`src/rtl/bcd_share_arbiter.sv`:
```
// bcd_share_arbiter
// Four channels share one binary-to-decimal converter. A round-robin search
// picks a requesting channel and latches its value onto conv_in. The value is
// held for SETTLE cycles. The converter result is then stored in that
// channel's result register, and a one-cycle ack pulse is returned.
module bcd_share_arbiter #(
    parameter int unsigned SETTLE = 1
) (
    input  logic       CLOCK_50,
    input  logic       Reset,
    input  logic [3:0] req,
    input  logic [3:0] val0,
    input  logic [3:0] val1,
    input  logic [3:0] val2,
    input  logic [3:0] val3,
    output logic [3:0] conv_in,
    input  logic [3:0] conv_tens,
    input  logic [3:0] conv_ones,
    output logic [3:0] gnt,
    output logic [3:0] ack,
    output logic [7:0] res0,
    output logic [7:0] res1,
    output logic [7:0] res2,
    output logic [7:0] res3,
    output logic [3:0] res_vld
);

    typedef enum logic [1:0] {
        ST_IDLE,
        ST_SETTLE,
        ST_ACK
    } state_t;

    // Count value on the final settle cycle. Capture happens on that edge.
    localparam logic [3:0] LAST_CNT = 4'(SETTLE - 1);

    state_t     r_state;
    logic [1:0] r_ptr;       // last acked channel
    logic [1:0] r_ch;        // channel owning the converter
    logic [3:0] r_cnt;       // settle counter
    logic [3:0] r_conv_in;
    logic [3:0] r_gnt;
    logic [3:0] r_ack;
    logic [7:0] r_res [4];
    logic [3:0] r_vld;

    logic [1:0] w_sel;
    logic [1:0] w_idx;
    logic [3:0] w_val;
    logic       w_any;

    assign w_any = |req;

    // Round-robin search: the first requester found at ptr+1, ptr+2, ptr+3, ptr.
    // NOTE: every always_comb output gets a default before any branch, so no latch is inferred.
    always_comb begin
        w_sel = r_ptr;
        w_idx = r_ptr;
        // Walk from the farthest candidate back to the nearest so the nearest wins.
        for (int k = 4; k >= 1; k--) begin
            w_idx = r_ptr + 2'(k);
            if (req[w_idx]) begin
                w_sel = w_idx;
            end
        end
    end

    // Select the value of the channel that the search picked.
    always_comb begin
        w_val = val0;
        case (w_sel)
            2'd0:    w_val = val0;
            2'd1:    w_val = val1;
            2'd2:    w_val = val2;
            default: w_val = val3;
        endcase
    end

    // Control FSM. All outputs are registered, and results are stored here.
    // NOTE: sequential state uses non-blocking assignments only, so every register samples pre-edge values.
    always_ff @(posedge CLOCK_50) begin
        if (Reset) begin
            r_state   <= ST_IDLE;
            r_ptr     <= 2'd3;
            r_ch      <= 2'd0;
            r_cnt     <= 4'd0;
            r_conv_in <= 4'd0;
            r_gnt     <= 4'd0;
            r_ack     <= 4'd0;
            // NOTE: the result array drives outputs that must read zero after reset, so it is reset rather than left as plain storage.
            for (int i = 0; i < 4; i++) begin
                r_res[i] <= 8'd0;
            end
            r_vld     <= 4'd0;
        end else begin
            r_ack <= 4'd0;
            case (r_state)
                ST_IDLE: begin
                    r_gnt <= 4'd0;
                    if (w_any) begin
                        r_ch      <= w_sel;
                        r_conv_in <= w_val;
                        r_gnt     <= 4'b0001 << w_sel;
                        r_cnt     <= 4'd0;
                        r_state   <= ST_SETTLE;
                    end
                end
                ST_SETTLE: begin
                    if (!req[r_ch]) begin
                        // The requester withdrew. Release the converter without storing a result.
                        r_gnt   <= 4'd0;
                        r_state <= ST_IDLE;
                    end else if (r_cnt == LAST_CNT) begin
                        r_res[r_ch] <= {conv_tens, conv_ones};
                        r_vld[r_ch] <= 1'b1;
                        r_ptr       <= r_ch;
                        r_gnt       <= 4'd0;
                        r_ack       <= 4'b0001 << r_ch;
                        r_state     <= ST_ACK;
                    end else begin
                        r_cnt <= r_cnt + 4'd1;
                    end
                end
                ST_ACK: begin
                    r_state <= ST_IDLE;
                end
                default: begin
                    r_gnt   <= 4'd0;
                    r_state <= ST_IDLE;
                end
            endcase
        end
    end

    assign conv_in = r_conv_in;
    assign gnt     = r_gnt;
    assign ack     = r_ack;
    assign res0    = r_res[0];
    assign res1    = r_res[1];
    assign res2    = r_res[2];
    assign res3    = r_res[3];
    assign res_vld = r_vld;

endmodule

```
`config.mk`:
```
export PLATFORM = sky130hd
export DESIGN_NAME = bcd_share_arbiter
export DESIGN_NICKNAME = d
export VERILOG_FILES = /design/src/rtl/bcd_share_arbiter.sv
export SDC_FILE = /design/constraint.sdc
export NUM_CORES = 1
export LEC_CHECK = 0
export ABC_AREA = 1
export BUFFER_PORTS_ARGS = -buffer_cell sky130_fd_sc_hd__buf_2
export CORE_MARGIN = 2
export CORE_UTILIZATION = 46
export CTS_CLUSTER_DIAMETER = 150
export DETAILED_ROUTE_END_ITERATION = 16
export GPL_TIMING_DRIVEN = 0
export HOLD_SLACK_MARGIN = 0.03
export PLACE_DENSITY = 0.76
export SLEW_MARGIN = 25
export SYNTH_ARGS = -nofsm -noshare
export SYNTH_HDL_FRONTEND = slang
export SYNTH_SLANG_ARGS = --single-unit
```
`constraint.sdc`:
```
create_clock -name CLOCK_50 -period 2.07 [get_ports CLOCK_50]
set_input_delay 0.1035 -clock CLOCK_50 [delete_from_list [all_inputs] [get_ports CLOCK_50]]
set_output_delay 0.1035 -clock CLOCK_50 [all_outputs]
set_load 0.005 [all_outputs]
```
Word-level counts from Yosys, hierarchy flattened

Memory sizes are Yosys's and may differ from the RTL's.
Index checks and enable logic that the tools add are counted.

Memories kept: 1
Flip-flop bits (word level): 26
RAM bits: 32

Memory list:

| name  | words | bits a word | read ports | clocked after Yosys merged registers in | wr ports | line | text |
|---|---|---|---|---|---|---|---|
| r_res | 4     | 8           | 4          | 0                                       | 4        | 44   | `logic [7:0] r_res [4];` |

Eq/ne operators: 8
Order comparisons: 5
Reduce and logical (&&, ||, !) cells: 13
Shifts and indexed selects: 2
Bitwise operators: 5
$add $sub $neg: 4
Muxes and demuxes: 36

Operators by type and width:

| operator                                             | count |
|---|---|
| 2-to-1 mux 4 bit                                     | 6 |
| case mux 4 bit (3 select lines)                      | 2 |
| 2-to-1 mux 2 bit                                     | 7 |
| 2-to-1 mux 1 bit                                     | 13 |
| < comparator 2 x 3 -> 1 bit (second input constant)  | 4 |
| binary-select mux 1 bit (select 2 bit)               | 4 |
| 2-to-1 mux 8 bit                                     | 1 |
| case mux 4 bit (2 select lines)                      | 1 |
| OR reduction 4 bit                                   | 2 |
| OR reduction 8 bit                                   | 1 |
| << shifter 1 x 2 -> 4 bit (first input constant)     | 2 |
| inequality test 2 bit (second input constant)        | 3 |
| AND reduction 2 bit                                  | 3 |
| adder 2 bit (second input constant)                  | 2 |
| adder 4 x 1 -> 4 bit (second input constant)         | 1 |
| equality test 2 x 1 -> 1 bit (second input constant) | 2 |
| equality test 2 bit (second input constant)          | 2 |
| logical NOT 2 bit                                    | 2 |
| logical NOT 4 bit                                    | 1 |
| NOT 1 bit                                            | 4 |
| bitwise OR 4 bit                                     | 1 |
| case mux 2 bit (2 select lines)                      | 1 |
| AND reduction 4 bit                                  | 1 |
| inequality test 3 bit (second input constant)        | 1 |
| 6 further kinds                                      | 6 |

Logic depth before layout (Yosys ltp)

Word-level depth: 9
Depth in mapped cells: 14
Depth with buffers taken out: 14

Least setup slack after synthesis

OpenSTA, ideal clock, no wires.

Path type: reg-to-reg
Start point: register r_ch[0]
End point: memory r_res[0][0] (enable)
Slack: 0.107 ns
Cell stages (with the launch flop): 8
Period minus slack after synthesis: 1.963 ns
Data required time: 1.686 ns
Data arrival time: 1.579 ns
Cells stage by stage: dfxtp_1 inv_1 nand2_2 o21ai_1 a31oi_1 o21ai_2 nand3_4 o21ai_0

RTL lines:

| element                | line | text |
|---|---|---|
| start, declared        | 39   | `logic [1:0] r_ch;` |
| start signal, assigned | 101  | `r_ch <= w_sel;` |
| end, declared          | 44   |  |

==> impl_metrics.json <==
{
  "outcome": "finished, final reports clean",
  "synthesis.area_sq_um": 2660,
  "powerDensity_nw_per_um2": 979.8,
  "drc": 0,
  "rsz0062_at_grt": "false",
  "avgSynthCellArea_sq_um": 9.173,
  "wl_um": 5471,
  "fin_crit_sh": 0.9231,
  "firstDrtPassIters": 4,
  "hold_class": "primary input to flop",
  "fin_skew_ns": 0.007322,
  "postRouteAntennaNets": 0,
  "max_freq_ghz": 0.5233,
  "die_height_um": 80.05,
  "dieArea_sq_um": 6407,
  "leakage_nw": 1.616,
  "worst_ep_required_time_ns": 2.11,
  "cp_max_fo": 10,
  "path_buf_inv": 2,
  "clkLatencyLatePin_ns": 0.33,
  "finalHoldViolations": 0,
  "crit_type": "flop to flop",
  "post_route_cells_drive_above_1_share": 0.3603,
  "vias": 2169,
  "vdd_drop_max_mv": 0.5477,
  "end_kind": "flop",
  "fillers": 514,
  "dp_hpwl_um": 4129,
  "start_kind": "flop",
  "io_pins": 78,
  "grt_start_max_net_pins": 12,
  "rows": 27,
  "fin_nets": 410,
  "synth_nets": 322,
  "setup_ws_ns": 0.1592,
  "globalRouteOverflowTotal": 0,
  "max-slew-margin-rel": 0.5828,
  "core_sq_um": 5540,
  "setup_viol": 0,
  "ys_ff_latch": 58,
  "slew_viol_final": 0,
  "synthCells": 290,
  "cts.sinks": 58,
  "cts_root_buf": "clkbuf_8",
  "slowest_stage": "dfxtp_1",
  "die_x_um": 80.05,
  "hold_buffers": 0,
  "diodes": 0,
  "cts_tree": "built",
  "avgViaCountPerCell": 4.767,
  "drtIter0Drc": 87,
  "crit_chain": "inv_1, nand2_2, o21ai_1, a31oi_1, o21ai_2, nand3_4, nor2_8, nand3_2, buf_6, nand2_4",
  "yosysSeqAreaShare": 0.5569,
  "ys_warn_count": 0,
  "tns_ns": 0,
  "cts_buffers": 9,
  "syn_to_final_growth_pct": 25.82,
  "cts_max_path_buffers": 2,
  "cp_top_family": "simple AND/OR/NAND/NOR gates",
  "start_util": 0.4801,
  "gp_congestion": 0.7735,
  "antenna_found_initial": 0,
  "grt_usage": 0.1828,
  "max_stage_delay_ns": 0.34,
  "grt_pass1_vias": 1937,
  "synth_cell_type_count": 28,
  "tightest_slew_ns": 0.6258,
  "grt_pass1_wl_um": 8838,
  "wl_per_cell_um": 12.02,
  "dpl_worst_slack_ns": -0.2479,
  "max_cap_violations": 0,
  "finalCriticalPeriod_ns": 1.911,
  "clk_pin_slew_ns": 0.07,
  "portBuffers": 77,
  "htree_levels": 3,
  "cp_data_arrival_time_ns": 1.95
}
==> worst paths after layout <==
kind | startpoint | end | slack (ns) | cells after the start
max | r_ch[1]$_SDFFE_PP0P_ | r_res[2][2]$_SDFFCE_PN0P_ | 0.16 | 10
min reg2reg | res_vld[3]$_SDFFE_PP0P_ | res_vld[3]$_SDFFE_PP0P_ | 0.45 | 2
min | Reset | r_state[1]$_SDFFE_PP0P_ | 0.06 | 2
max reg2reg | r_ch[1]$_SDFFE_PP0P_ | r_res[2][2]$_SDFFCE_PN0P_ | 0.16 | 10
==> power by group <==
| group | internal (mW) | switching (mW) | total (mW) |
|---|---|---|---|
| clock | 0.550 | 0.464 | 1.01 |
| combinational | 0.296 | 0.563 | 0.858 |
| sequential | 1.34 | 0.0657 | 1.41 |
==> timing repair <==
item	CTS	global route
gates resized for setup	3	4
endpoints found under the setup margin	24	32
setup buffers	0	0
==> cell usage after synthesis <==
library cell / instances / area share
o211ai_1: 1 / 0.0028
nor2_8: 1 / 0.0075
inv_1: 34 / 0.048
nor2b_1: 1 / 0.0024
clkbuf_1: 4 / 0.0056
o21ai_2: 1 / 0.0033
xor2_1: 2 / 0.0066
dfxtp_1: 26 / 0.20
a21oi_1: 13 / 0.024
buf_6: 4 / 0.017
nor2_1: 25 / 0.035
nor3_1: 2 / 0.0038
ha_1: 2 / 0.0094
nand2_1: 67 / 0.095
nand3_1: 21 / 0.040
a31oi_1: 1 / 0.0024
inv_2: 5 / 0.0071
o21ai_1: 2 / 0.0038
nand3_4: 1 / 0.0066
edfxtp_1: 32 / 0.36
nor3_2: 11 / 0.041
nor2_2: 8 / 0.019
nor4_1: 1 / 0.0024
nand3_2: 2 / 0.0075
o21ai_0: 14 / 0.026
nand2_2: 6 / 0.014
nand2_4: 2 / 0.0085
nor2_4: 1 / 0.0042
==> metrics by stage <==
stage	utilization	hold WS, ns	power (mW)	instances	cell area, sq um
finish	0.6041	0.06387	3.279	455	3347
global route	0.6041	0.06799	3.458	455	3347
CTS	0.6014	0.05256	3.292	455	3332
detailed placement	0.5659	0.4140	2.285	439	3136
global placement	0.5659	0.4066	2.265	439	3136
floorplan	-	0.1849	2.025	290	2660
==> cell families (layout without fill, tap and decap cells) <==
| group | after synthesis | count (layout) | synth area share |
|---|---|---|---|
| XOR/XNOR | 2 | 2 | 0.006586 |
| adder cells (fa/ha/maj) | 2 | 2 | 0.009406 |
| flip-flops | 58 | 58 | 0.5569 |
| AND/OR/NAND/NOR | 149 | 149 | 0.2865 |
| AO/OA/AOI/OAI | 32 | 32 | 0.06303 |
| buffers and inverters | 47 | 140 | 0.07761 |
==> layer usage <==
| layer | share of wire | track usage |
|---|---|---|
| met2 | 0.46 | 0.2933 |
| met1 | 0.46 | 0.2294 |
| met4 | 0.014 | 0.06271 |
| met5 | 0 | 0 |
| met3 | 0.065 | 0.06335 |
==> worst register-to-register path: cells and delay by family, from the launching register on <==
| family | cells | cell delay, ns |
|---|---|---|
| AND/OR/NAND/NOR | 5 | 0.66 |
| flip-flops | 1 | 0.34 |
| AO/OA/AOI/OAI | 3 | 0.29 |
| buffers and inverters | 2 | 0.32 |
==> flip-flops by register name, summed over array words and instances, names as in the netlist <==
signal,flops
gnt,4
conv_in,4
r_ptr,2
r_cnt,4
r_res,32
ack,4
r_state,2
res_vld,4
r_ch,2
==> cells in the final DEF (no fill, tap or decap), drive strengths merged <==
| master | n |
|---|---|
| dfxtp | 26 |
| bufinv | 1 |
| clkbuf | 13 |
| clkinv | 3 |
| nand2 | 75 |
| inv | 39 |
| nand3 | 24 |
| edfxtp | 32 |
| nor3 | 13 |
| nor4 | 1 |
| buf | 81 |
| a31oi | 1 |
| xor2 | 2 |
| ha | 2 |
| a21oi | 13 |
| clkinvlp | 3 |
| nor2 | 35 |
| o211ai | 1 |
| o21ai | 17 |
| nor2b | 1 |
==> area by class of cell <==
| cell class | instances | area, sq um | area share |
|---|---|---|---|
| timing repair buffer | 77 | 385.4 | 0.1151 |
| tap | 72 | 90.09 | 0.02692 |
| buffer | 8 | 60.06 | 0.01794 |
| multi-input combinational | 185 | 989.7 | 0.2957 |
| clock buffer | 9 | 123.9 | 0.03701 |
| sequential | 58 | 1481 | 0.4426 |
| clock inverter | 7 | 70.07 | 0.02093 |
| inverter | 39 | 146.4 | 0.04374 |
Power figures use the tool's default switching activity.
